--- src/rtl/ksa_pipe.sv ---
// Pipelined Kogge-Stone adder/subtractor with a valid/ready stream handshake.
// Stage 0 registers bitwise generate/propagate; each later stage runs a slice
// of the prefix levels; the final stage forms sum/cout/ovf into output flops.
module ksa_pipe #(
  parameter int unsigned WIDTH            = 32,
  parameter int unsigned LEVELS_PER_STAGE = 2
) (
  input  logic             clk,
  input  logic             rst,
  input  logic             in_valid,
  output logic             in_ready,
  input  logic [WIDTH-1:0] a,
  input  logic [WIDTH-1:0] b,
  input  logic             cin,
  input  logic             sub,
  output logic             out_valid,
  input  logic             out_ready,
  output logic [WIDTH-1:0] sum,
  output logic             cout,
  output logic             ovf
);

  localparam int unsigned L      = (WIDTH <= 1) ? 0 : $clog2(WIDTH);
  localparam int unsigned NSTAGE = (L == 0) ? 1 : (L + LEVELS_PER_STAGE - 1) / LEVELS_PER_STAGE;
  localparam int          LI     = int'(L);
  localparam int          NSI    = int'(NSTAGE);
  localparam int          LPSI   = int'(LEVELS_PER_STAGE);

  logic             en_c;
  logic [WIDTH-1:0] bx_c;
  logic             c0_c;

  // Stage registers 0..NSTAGE-1 hold group G/P, raw propagate and carry-in.
  logic [WIDTH-1:0] g_q    [NSTAGE];
  logic [WIDTH-1:0] p_q    [NSTAGE];
  logic [WIDTH-1:0] praw_q [NSTAGE];
  logic [NSTAGE-1:0] c0_q;
  logic [NSTAGE:0]   vld_q;

  // Prefix outputs of stages 1..NSTAGE.
  logic [WIDTH-1:0] g_c [1:NSTAGE];
  logic [WIDTH-1:0] p_c [1:NSTAGE];
  logic [WIDTH-1:0] gt_c;
  logic [WIDTH-1:0] pt_c;

  logic [WIDTH:0]   carry_c;
  logic [WIDTH-1:0] sum_d;
  logic             cout_d;
  logic             ovf_d;

  // Whole pipe advances together whenever the output slot is free or drained.
  assign en_c      = out_ready | ~out_valid;
  assign in_ready  = en_c;
  assign out_valid = vld_q[NSTAGE];

  // Subtraction as a + ~b + ~cin.
  assign bx_c = sub ? ~b : b;
  assign c0_c = sub ? ~cin : cin;

  // Kogge-Stone prefix levels, sliced LEVELS_PER_STAGE per stage (last takes the rest).
  always_comb begin
    gt_c = '0;
    pt_c = '0;
    for (int s = 1; s <= NSI; s++) begin
      g_c[s] = '0;
      p_c[s] = '0;
    end
    for (int s = 1; s <= NSI; s++) begin
      gt_c = g_q[s-1];
      pt_c = p_q[s-1];
      for (int lv = 0; lv < LI; lv++) begin
        if (lv >= (s - 1) * LPSI && lv < s * LPSI) begin
          gt_c = gt_c | (pt_c & (gt_c << (1 << lv)));
          pt_c = pt_c & ((pt_c << (1 << lv)) | ~({WIDTH{1'b1}} << (1 << lv)));
        end
      end
      g_c[s] = gt_c;
      p_c[s] = pt_c;
    end
  end

  // Carries into every bit from the full-span group terms and c0; then sum/cout/ovf.
  always_comb begin
    carry_c = {g_c[NSTAGE] | (p_c[NSTAGE] & {WIDTH{c0_q[NSTAGE-1]}}), c0_q[NSTAGE-1]};
    sum_d   = praw_q[NSTAGE-1] ^ carry_c[WIDTH-1:0];
    cout_d  = carry_c[WIDTH];
    ovf_d   = carry_c[WIDTH] ^ carry_c[WIDTH-1];
  end

  // Datapath stage registers; no reset needed as valid bits qualify them.
  always_ff @(posedge clk) begin
    if (en_c) begin
      g_q[0]    <= a & bx_c;
      p_q[0]    <= a ^ bx_c;
      praw_q[0] <= a ^ bx_c;
      c0_q[0]   <= c0_c;
      for (int s = 1; s < NSI; s++) begin
        g_q[s]    <= g_c[s];
        p_q[s]    <= p_c[s];
        praw_q[s] <= praw_q[s-1];
        c0_q[s]   <= c0_q[s-1];
      end
    end
  end

  // Valid shift chain and result flops; results only load for real beats.
  always_ff @(posedge clk) begin
    if (rst) begin
      vld_q <= '0;
      sum   <= '0;
      cout  <= 1'b0;
      ovf   <= 1'b0;
    end else if (en_c) begin
      vld_q <= {vld_q[NSTAGE-1:0], in_valid};
      if (vld_q[NSTAGE-1]) begin
        sum  <= sum_d;
        cout <= cout_d;
        ovf  <= ovf_d;
      end
    end
  end

endmodule
--- config.mk ---
export PLATFORM = sky130hd
export DESIGN_NAME = ksa_pipe
export DESIGN_NICKNAME = d
export VERILOG_FILES = /design/src/rtl/ksa_pipe.sv
export SDC_FILE = /design/constraint.sdc
export NUM_CORES = 1
export LEC_CHECK = 0
export BUFFER_PORTS_ARGS = -buffer_cell sky130_fd_sc_hd__buf_2
export CAP_MARGIN = 5
export CORE_MARGIN = 2
export CORE_UTILIZATION = 59
export CTS_BUF_LIST = sky130_fd_sc_hd__clkbuf_8 sky130_fd_sc_hd__clkbuf_16
export DETAILED_ROUTE_END_ITERATION = 8
export GPL_TIMING_DRIVEN = 0
export HOLD_SLACK_MARGIN = 0.1
export PLACE_DENSITY_LB_ADDON = 0.12
export SYNTH_ARGS = -nofsm -noshare
export SYNTH_HDL_FRONTEND = slang
export SYNTH_SLANG_ARGS = --single-unit
--- constraint.sdc ---
create_clock -name clk -period 3.3 [get_ports clk]
set_input_delay 0.66 -clock clk [delete_from_list [all_inputs] [get_ports clk]]
set_output_delay 0.66 -clock clk [all_outputs]
set_load 0.02 [all_outputs]
Word level (Yosys, flattened, before mapping)
Memory sizes are Yosys's and may differ from the RTL's. Cells that the tools add are included.

Register bits: 41. Bits in writable memories: 288. Input port bits: 70. Output and inout bits: 36. Memories kept: 3.

Memories: g_q (depth 3, width 32, read ports 3, clocked after Yosys merged registers in 0, write ports 3, line 34) `logic [WIDTH-1:0] g_q [NSTAGE];`; p_q (depth 3, width 32, read ports 3, clocked after Yosys merged registers in 0, write ports 3, line 35) `logic [WIDTH-1:0] p_q [NSTAGE];`; praw_q (depth 3, width 32, read ports 3, clocked after Yosys merged registers in 0, write ports 3, line 36) `logic [WIDTH-1:0] praw_q [NSTAGE];`.

Multiplexer cells: 4. Bitwise gates (word level): 25. Reduce and logical (&&, ||, !) cells: 1.

Operators with widths (count): $and 32x32->32 (12); $or 32x32->32 (6); $xor 32x32->32 (2); $mux 32 (1); $not 32->32 (1); $mux 1 (3); $not 1->1 (2); $reduce_and 2->1 (1); $or 1x1->1 (1); $xor 1x1->1 (1).

Depth between registers and ports, before layout
An unclocked memory read counts as a cell.

Word-level depth: 5. Gate-level depth with buffers: 8. Gate-level depth less buffers: 5.

Worst setup path before layout
Ideal clock, no wire load.

Path kind: input to register. From: input out_ready. To: register cout. Library setup time: 86 ps. Arrival: 2978 ps. Data required time: 3214 ps. Path slack: 236 ps. Cell stages on the path: 8. Path buffers: 4. Cell sequence: nand2b_4 buf_6 and2_4 buf_6 buf_6 buf_2 nor2_1 a211oi_1.

Cells in the longest elaborated chain, start to end: 2.

RTL lines: start: declaration (line 17) `input logic out_ready,`; $or 1x1->1 (line 52) `assign en_c = out_ready | ~out_valid;`; net in_ready (line 11) `output logic in_ready,`; $reduce_and 2->1 (no source line); end signal: assignment (line 117) `cout <= cout_d;`; end: declaration (line 19) `output logic cout,`.

The timed path passes the listed nets, and every way through them passes these cells. A chain may end at the register's enable or synchronous reset.

Worst setup path in the final report
From: register vld_q[3]. To: output in_ready.

Cells in the longest elaborated chain, start to end: 2.

RTL lines: start: declaration (line 38) `logic [NSTAGE:0] vld_q;`; start signal: assignment (line 114) `vld_q <= {vld_q[NSTAGE-1:0], in_valid};`; $not 1->1 (line 52); $or 1x1->1 (line 52); end: declaration (line 11).

No other way between the ends.

==> results.cfg <==
[run_status]
status = finished clean

[cts]
cts_buffers = 29
clock_path_buffers = 3
cts_num_sinks = 295
number_of_levels_in_the_clock_h_tree = 1
cts_setup_buffers = 0
clock_tree.root_cell = sky130_fd_sc_hd__clkbuf_16
cts_tree = done
clkTransAtPathRegs_ps = 60
worstSkewPairLatency_ps = 530

[sta]
layout_min_cycle_time_ps = 2956
max_slew_margin = 0.5282
final_max_slew_viol_count = 0
worst-slew-pin-transition_ps = 707.7
timing.setup.tns_ps = 0
skew_ps = 8.249
rsz0062_at_grt = no
period_share = 0.8957
report.final.hold_viol_count = 0
setup_violations = 0
fmax_ghz = 0.3383

[logic_synthesis]
yosys.cell_count.top_type = sky130_fd_sc_hd__edfxtp_1
synth_top_cells_by_count = sky130_fd_sc_hd__edfxtp_1, sky130_fd_sc_hd__a21o_1, sky130_fd_sc_hd__nand2_1, sky130_fd_sc_hd__a21oi_1
syn-cell-area_sq_um = 11700
synth-edff-count = 257
postSynthRegisterBits = 295
synth_sequential_area_ratio = 0.7247
synthFlopType = sky130_fd_sc_hd__edfxtp_1
synth.lib_cells_used.distinct = 30
synth.net_count = 889
synth.avg_cell_area_sq_um = 14.88
async_set_reset_flop_share_out_of_synthesis = 0
synth-warning-count = 0
synth_area_leader_cell = sky130_fd_sc_hd__edfxtp_1
synth_top_area_share = 0.6597
dominant_cells_by_area_after_synthesis = sky130_fd_sc_hd__edfxtp_1, sky130_fd_sc_hd__dfxtp_1, sky130_fd_sc_hd__a21o_1
synthCells = 786

[critical_path]
crit_arrival_ps = 2300
worst_setup_path_start_kind = flip-flop
critical_path.cell_chain = nand2b_4 -> buf_12 -> buf_16 -> buf_2
critical_path_class = flip-flop to output port
critPathCaptureType = output port
r2r_start = vld_q[3]
worstPathRequired_ps = 2640
timing.critical_path.slowest_stage_cell = sky130_fd_sc_hd__buf_16
critPathMaxStageDelay_ps = 500
crit_start = vld_q[3]
critical_path_peak_fanout = 141
reg2reg_slack_ps = 1390

[floorplan]
dieHeight_um = 144.8
ios = 106
core-area_sq_um = 19460
fp-row-count = 51
chipWidth_um = 144.8
fp.dieArea_sq_um = 20970
initial_utilization = 0.6011

[pwr]
pwr_density_cell_nw_per_um2 = 652.7
peakVddDrop_v = 0.0003860
leakage_nw = 5.875

[global_routing]
initial_antenna_violation_count = 0
grt-ovfl-total = 0
via_count_of_the_first_global_routing_pass = 6656
grt_util_all_layers = 0.2157
global_route_wire_length_before_repair_um = 34200
grt_max_degree = 142

[detailed_routing]
postRouteAntennaNets = 0
route.detailed.drc = 0
avgRoutedWirePerCell_um = 18.50
post_drt_via_cell_ratio = 5.606
first_iter_violations = 513
vias = 6783
finalWirelength_um = 22380
detailedRoute.firstPassIterationCount = 7

[job]
cap_viol_max_count = 0

[hold_path]
hold_path.startpoint = in_valid
hold_path.class = input pin to flip-flop

[final_layout]
multi_input_area_sq_um = 3073
fillCellCount = 1341
area_growth_pct = 15.35
post-route-util = 0.6933
final-seq-area_sq_um = 8478
post_route_cells_drive_above_1_share = 0.1767
antenna_cell_count = 0
nets = 1025

[place]
gpl.final_weighted_congestion = 0.8377
post-dp-hpwl_um = 16270
portBuffers = 104
==> final timing paths <==
path | endpoint | cells past startpoint
setup reg to reg | g_q[0][2] | 3
hold / removal | vld_q[0] | 3
hold reg to reg | praw_q[0][79] | 0
setup / recovery | in_ready | 4
==> what timing repair did <==
action | 4_1_cts | 5_1_grt
setup endpoints to repair | 0 | 1
gates resized for setup | 0 | 1
hold buffers | 0 | 0
==> state kept, by name, summed over array words and instances, names as in the netlist <==
register and flops:
praw_q 62, g_q 96, ovf 1, vld_q 4
p_q 96, c0_q 3, sum 32, cout 1
==> routing by layer <==
layer	track usage	vias to the layer above	part of all wire
met1	0.3052	3245	0.43
met2	0.3545	261	0.48
li1	-	3235	-
met3	0.03258	42	0.067
met4	0.05825	0	0.022
met5	0	-	0
==> cell families (layout without fill, tap and decap cells) <==
| family | Yosys count | after routing | share of synthesized area |
|---|---|---|---|
| fa+ha+maj | 33 | 33 | 0.03529 |
| mux | 2 | 2 | 0.001711 |
| buf+inv | 28 | 187 | 0.01262 |
| simple gates | 184 | 184 | 0.07305 |
| flops | 295 | 295 | 0.7247 |
| compound gates | 193 | 193 | 0.1144 |
| xor+xnor | 51 | 51 | 0.03818 |
==> area by class of cell <==
cell class	count	area share
plain buffers	22	0.009921
inverters	6	0.001669
clock inverters	21	0.009365
clock buffers	33	0.05786
repair buffers	105	0.04061
flip-flops and latches	295	0.6283
well taps	265	0.02457
multi-input cells	463	0.2277
==> stage by stage <==
stage / total power, mW / hold slack [ps] / setup WS [ps] / cell area (sq um) / cells
6_report: 8.807 / 369.8 / 344.0 / 13490 / 1210
5_1_grt: 9.131 / 407.8 / 140.7 / 13490 / 1210
4_1_cts: 8.854 / 360.5 / 56.77 / 13490 / 1210
3_5_place_dp: 5.804 / 404.5 / 167.8 / 12580 / 1156
3_3_place_gp: 5.755 / 403.1 / -250.8 / 12550 / 1155
2_1_floorplan: 5.385 / 400.3 / 236.4 / 11700 / 786
==> power breakdown <==
part	internal (mW)	switching [mW]	leakage, nW	total, mW
registers	4.61	0.334	3.17	4.95
clock network	1.76	1.32	0.476	3.08
logic	0.337	0.446	2.22	0.783
==> cells in the final DEF, fill, tap and decap left out, drive strengths merged, types with 14 or more instances in the layout <==
cell type	count
a21oi	61
clkbuf	40
and4	14
nor2	49
nor4	14
edfxtp	257
buf	120
inv	16
ha	33
xor2	49
dfxtp	38
a21o	89
a311o	14
nand2	87
o21bai	24
==> critical path: cells and delay by family (launching register included) <==
kind | cells | cell delay (ps)
DFF | 1 | 330
and+or+nand+nor | 1 | 80
buffers and inverters | 3 | 1190
Note: power is estimated with default switching activity, not from simulation.
